<file path="src/rtl/fifo_drain_pkg.sv">
// Shared types and constants for the FIFO read-side stream drain.
// Optional statistics output is enabled with the FIFO_DRAIN_STATS_EN macro.
package fifo_drain_pkg;

  typedef enum logic {
    IDLE  = 1'b0,
    BURST = 1'b1
  } drain_state_e;

  localparam int DRAIN_BUF_DEPTH = 2;

  // Issue counter needs at least one bit even when a burst is a single beat.
  function automatic int issue_cnt_width(input int burst_len);
    return (burst_len <= 2) ? 1 : $clog2(burst_len);
  endfunction

endpackage

</file>
<file path="src/rtl/fifo_drain_skid_buf.sv">
// Two-entry in-order buffer holding returned FIFO words (data plus last tag).
// Entry 0 is always the head; simultaneous push and pop keep occupancy unchanged.
module fifo_drain_skid_buf
  import fifo_drain_pkg::*;
#(
  parameter int DW = 33
) (
  input  logic          clk,
  input  logic          reset,
  input  logic          push_i,
  input  logic [DW-1:0] push_data_i,
  input  logic          pop_i,
  output logic [DW-1:0] head_o,
  output logic [1:0]    occ_o
);

  logic [DW-1:0] ent0_q, ent0_d;
  logic [DW-1:0] ent1_q, ent1_d;
  logic [1:0]    occ_q, occ_d;

  always_comb begin
    ent0_d = ent0_q;
    ent1_d = ent1_q;
    occ_d  = occ_q;
    case (occ_q)
      2'd0: begin
        if (push_i) begin
          ent0_d = push_data_i;
          occ_d  = 2'd1;
        end
      end
      2'd1: begin
        if (push_i && pop_i) begin
          ent0_d = push_data_i;
        end else if (push_i) begin
          ent1_d = push_data_i;
          occ_d  = 2'd2;
        end else if (pop_i) begin
          occ_d  = 2'd0;
        end
      end
      default: begin
        if (pop_i) begin
          ent0_d = ent1_q;
          if (push_i) ent1_d = push_data_i;
          else        occ_d  = 2'd1;
        end
      end
    endcase
  end

  always_ff @(posedge clk or negedge reset) begin
    if (!reset) begin
      ent0_q <= '0;
      ent1_q <= '0;
      occ_q  <= 2'd0;
    end else begin
      ent0_q <= ent0_d;
      ent1_q <= ent1_d;
      occ_q  <= occ_d;
    end
  end

  // The read-strobe credit check upstream makes this unreachable.
  assert property (@(posedge clk) disable iff (!reset)
    !(push_i && !pop_i && (occ_q == 2'(DRAIN_BUF_DEPTH))));

  assign head_o = ent0_q;
  assign occ_o  = occ_q;

endmodule

</file>
<file path="src/rtl/fifo_stream_drain.sv">
// Drains a synchronous FIFO into a valid/ready stream framed in BURST_LEN-beat bursts.
// Define FIFO_DRAIN_STATS_EN to add the burst_count statistics output.
module fifo_stream_drain
  import fifo_drain_pkg::*;
#(
  parameter int WIDTH     = 32,
  parameter int BURST_LEN = 16
) (
  input  logic             clk,
  input  logic             reset,
  input  logic             drain_en,
  input  logic             fifo_empty,
  output logic             fifo_rd_en,
  input  logic [WIDTH-1:0] fifo_rd_data,
  output logic             m_valid,
  input  logic             m_ready,
  output logic [WIDTH-1:0] m_data,
  output logic             m_last,
  output logic             burst_active
`ifdef FIFO_DRAIN_STATS_EN
  ,
  output logic [15:0]      burst_count
`endif
);

  localparam int            CW       = issue_cnt_width(BURST_LEN);
  localparam logic [CW-1:0] CNT_LAST = CW'(BURST_LEN - 1);

  drain_state_e  state_q, state_d;
  logic [CW-1:0] cnt_q, cnt_d;
  logic          inflight_q, inflight_last_q;
  logic [1:0]    occ;
  logic [WIDTH:0] head;
  logic          pop;
  logic          last_issue;
  logic [2:0]    slots_after;

  // Stream handshake: a beat transfers on a rising edge where m_valid and m_ready
  // are both high; once m_valid is up, m_data/m_last hold until that transfer.
  assign pop     = m_valid && m_ready;
  assign m_valid = (occ != 2'd0);
  assign m_data  = head[WIDTH-1:0];
  assign m_last  = head[WIDTH];

  // Buffered words plus the one in flight, after this cycle's pop, must leave room.
  assign slots_after  = {1'b0, occ} + {2'b00, inflight_q} - {2'b00, pop};
  assign burst_active = (state_q == BURST);
  assign fifo_rd_en   = burst_active && !fifo_empty && (slots_after < 3'(DRAIN_BUF_DEPTH));
  assign last_issue   = fifo_rd_en && (cnt_q == CNT_LAST);

  always_comb begin
    state_d = state_q;
    cnt_d   = cnt_q;
    if (fifo_rd_en) cnt_d = last_issue ? '0 : cnt_q + 1'b1;
    case (state_q)
      IDLE:    if (drain_en) state_d = BURST;
      BURST:   if (last_issue && !drain_en) state_d = IDLE;
      default: state_d = IDLE;
    endcase
  end

  always_ff @(posedge clk or negedge reset) begin
    if (!reset) begin
      state_q         <= IDLE;
      cnt_q           <= '0;
      inflight_q      <= 1'b0;
      inflight_last_q <= 1'b0;
    end else begin
      state_q         <= state_d;
      cnt_q           <= cnt_d;
      inflight_q      <= fifo_rd_en;
      inflight_last_q <= last_issue;
    end
  end

  fifo_drain_skid_buf #(
    .DW(WIDTH + 1)
  ) u_skid (
    .clk        (clk),
    .reset      (reset),
    .push_i     (inflight_q),
    .push_data_i({inflight_last_q, fifo_rd_data}),
    .pop_i      (pop),
    .head_o     (head),
    .occ_o      (occ)
  );

`ifdef FIFO_DRAIN_STATS_EN
  logic [15:0] burst_cnt_q;

  always_ff @(posedge clk or negedge reset) begin
    if (!reset)               burst_cnt_q <= 16'd0;
    else if (pop && m_last)   burst_cnt_q <= burst_cnt_q + 16'd1;
  end

  assign burst_count = burst_cnt_q;
`endif

endmodule

</file>
<file path="config.mk">
export PLATFORM = sky130hd
export DESIGN_NAME = fifo_stream_drain
export DESIGN_NICKNAME = d
export VERILOG_FILES = /design/src/rtl/fifo_drain_pkg.sv /design/src/rtl/fifo_drain_skid_buf.sv /design/src/rtl/fifo_stream_drain.sv
export SDC_FILE = /design/constraint.sdc
export NUM_CORES = 1
export LEC_CHECK = 0
export CAP_MARGIN = 20
export CORE_UTILIZATION = 46
export CTS_CLUSTER_SIZE = 8
export DETAILED_ROUTE_END_ITERATION = 16
export PLACE_DENSITY_LB_ADDON = 0.12
export SLEW_MARGIN = 5
export SYNTH_ARGS = -nofsm -noshare
export SYNTH_HDL_FRONTEND = slang
export SYNTH_SLANG_ARGS = --single-unit
</file>
<file path="constraint.sdc">
create_clock -name clk -period 2.21 [get_ports clk]
set_input_delay 0.442 -clock clk [delete_from_list [all_inputs] [get_ports clk]]
set_output_delay 0.442 -clock clk [all_outputs]
set_load 0.1 [all_outputs]
</file>
==> flow_metrics.env <==
export IMPL_syn_inst=221
export IMPL_slew_headroom=0.6434
export IMPL_synth_nets=260
export IMPL_path_max_fanout=2
export IMPL_layout_setup_ws_ps=-349.1
export IMPL_dpl_cell_area_um2=4228
export IMPL_die_area_um2=7721
export IMPL_clockRootBuffer="clkbuf_8"
export IMPL_slew_violations=0
export IMPL_num_rows=30
export IMPL_finalClockSkew_ps=12.85
export IMPL_start_util=0.4885
export IMPL_holdCritPathClass="input port to asynchronous set/reset pin"
export IMPL_syn_to_final_growth_pct=30.47
export IMPL_ys_ff_latch=75
export IMPL_dp_cells=391
export IMPL_drcViolationCount=0
export IMPL_die_x_um=87.87
export IMPL_io_buffer_count=72
export IMPL_ys_top_cells_by_area="dfrtp_1, mux2_2, buf_6, clkbuf_8, fa_1"
export IMPL_wire_per_inst_um=14.39
export IMPL_synth_main_ff_cell="dfrtp_1"
export IMPL_path_clk_slew_ps=80
export IMPL_period_needed_ps=2559
export IMPL_arrival_ps=2120
export IMPL_cts_tree="yes"
export IMPL_crit_type="register to output port"
export IMPL_dr_pass1_iters=3
export IMPL_n_antenna_cell=0
export IMPL_ys_types=32
export IMPL_grt_pass1_vias=2086
export IMPL_finalSetupViolCount=1
export IMPL_rsz0062_at_grt="yes"
export IMPL_gp_congestion=0.7283
export IMPL_end_kind="output port"
export IMPL_netlist_area_um2=3392
export IMPL_ys_seq_area_frac=0.5533
export IMPL_cts_buffer_depth=2
export IMPL_viasPerCell=4.922
export IMPL_grt_ovfl_total=0
export IMPL_async_flop_share=1.000
export IMPL_core_um2=6944
export IMPL_final_nets=346
export IMPL_cts_buffers=9
export IMPL_dp_hpwl_um=3975
export IMPL_die_y_um=87.87
export IMPL_route_vias_total=2008
export IMPL_final_hold_violation_count=0
export IMPL_syn_area_per_cell_um2=15.35
export IMPL_status="finished, violations left"
export IMPL_fmax_mhz=390.8
export IMPL_fin_cells=408
export IMPL_fin_crit_sh=1.158
export IMPL_synth_top_cell_area_share=0.5533
export IMPL_synth_edf_count=0
export IMPL_drv_cap=0
export IMPL_ant_nets=0
export IMPL_wirelength_um=5871
export IMPL_cp_required_ps=1770
export IMPL_h_tree_depth=3
export IMPL_antenna_found_initial=0
export IMPL_grt_pass1_wl_um=9680
export IMPL_worst_pin_slew_ps=534.9
export IMPL_cts_sinks=75
export IMPL_clk_latency_ps=330
export IMPL_grt_max_degree=42
export IMPL_start_kind="register"
export IMPL_drt_initial_drc_count=70
export IMPL_synth_top_area_cell="dfrtp_1"
export IMPL_final_design_area_no_fill_um2=4425
export IMPL_violations="setup timing"
export IMPL_drive_gt1_frac=0.5705
export IMPL_track_usage=0.1658
export IMPL_yosysWarnings=0
export IMPL_pin_count=73
==> metrics by stage <==
| step | setup TNS [ps] | setup slack [ps] | util | hold WS [ps] |
|---|---|---|---|---|
| final | -349.1 | -349.1 | 0.6373 | 77.99 |
| after global routing | -502.2 | -433.7 | 0.6373 | 105.5 |
| after CTS | -366.0 | -366.0 | 0.6373 | 90.35 |
| after detailed placement | -2682 | -528.6 | 0.6088 | 467.3 |
| after global placement | -2436 | -513.6 | 0.6088 | 462.4 |
| after floorplan | -226.2 | -86.02 | - | 146.4 |
==> path summary, 6_finish.rpt <==
check	depth (start not counted)	start	to	slack (ps)
worst max-delay path	7	u_skid.occ_o[1]	fifo_rd_en	-350
min in group clk	1	u_skid.ent1_q[32]	u_skid.ent1_q[32]	500
worst min register to register	1	u_skid.ent1_q[32]	u_skid.ent1_q[32]	500
max in group asynchronous	2	reset	u_skid.ent1_q[27]	1570
worst max register to register	8	u_skid.occ_o[1]	cnt_q[0]	40
worst min-delay path	1	reset	u_skid.ent1_q[5]	80
==> area by class of cell <==
class	instances	area [um2]
multi-input cells	132	1414
clock inverters	6	63.81
inverters	2	7.507
fillers	558	2519
clock buffers	10	127.6
repair buffers	87	814.5
well taps	96	120.1
flip-flops and latches	75	1878
==> routing by layer <==
| layer | part of all wire | global-route usage | vias to the layer above |
|---|---|---|---|
| met3 | 0.046 | 0.03299 | 6 |
| met1 | 0.49 | 0.2324 | 992 |
| met5 | 0 | 0 | - |
| met4 | 0.010 | 0.06706 | 0 |
| li1 | - | - | 966 |
| met2 | 0.46 | 0.2537 | 44 |
==> cell usage in the layout (no fill, tap or decap), drive strengths merged <==
cell / count
o22a: 1
and2: 2
dlygate4sd2: 1
o21bai: 1
o21a: 1
or2: 1
nor2: 2
buf: 52
dfrtp: 75
a31oi: 1
a21o: 1
clkdlybuf4s50: 34
a41oi: 1
clkinv: 2
o21ai: 3
ha: 1
nor3b: 1
bufinv: 1
clkinvlp: 2
and2b: 1
mux2: 102
inv: 3
a21oi: 2
nor2b: 1
clkbuf: 10
xnor2: 2
and3: 3
and3b: 1
nand2: 2
fa: 1
nand3: 1
==> worst max-delay path, cell delays in order, from the launching register on <==
cell	delay [ps]
dfrtp_2	400
and2_4	130
and2b_1	180
o21ai_2	140
fa_1	420
and3b_1	180
and2_4	170
buf_12	160
==> sequential cells by signal, indices dropped and copies added (netlist names) <==
name	count
u_skid.head_o	33
u_skid.occ_o	2
u_skid.ent1_q	33
inflight_last_q	1
inflight_q	1
cnt_q	4
burst_active	1
==> cell usage after synthesis, drive strengths merged, types with 2 or more instances <==
library cell	count
nand2	2
o21ai	3
and3	3
xnor2	2
clkbuf	4
nor2	2
mux2	102
dfrtp	75
inv	2
a21oi	2
buf	8
and2	2
==> repair_timing <==
action,CTS,global route
hold buffers,0,0
buffers inserted,1,0
setup endpoints to repair,4,3
resized for setup,1,0
==> kinds of logic after synthesis <==
logic type,count (synthesis),share of synthesized area
fa+ha+maj,2,0.009590
xor+xnor,2,0.005165
buf+inv,14,0.03910
mux,102,0.3386
flops,75,0.5533
compound gates,11,0.02546
simple gates,15,0.02877
Power is not shown: default switching activity piles up to over one toggle a cycle in this logic, so the estimate is an artifact.
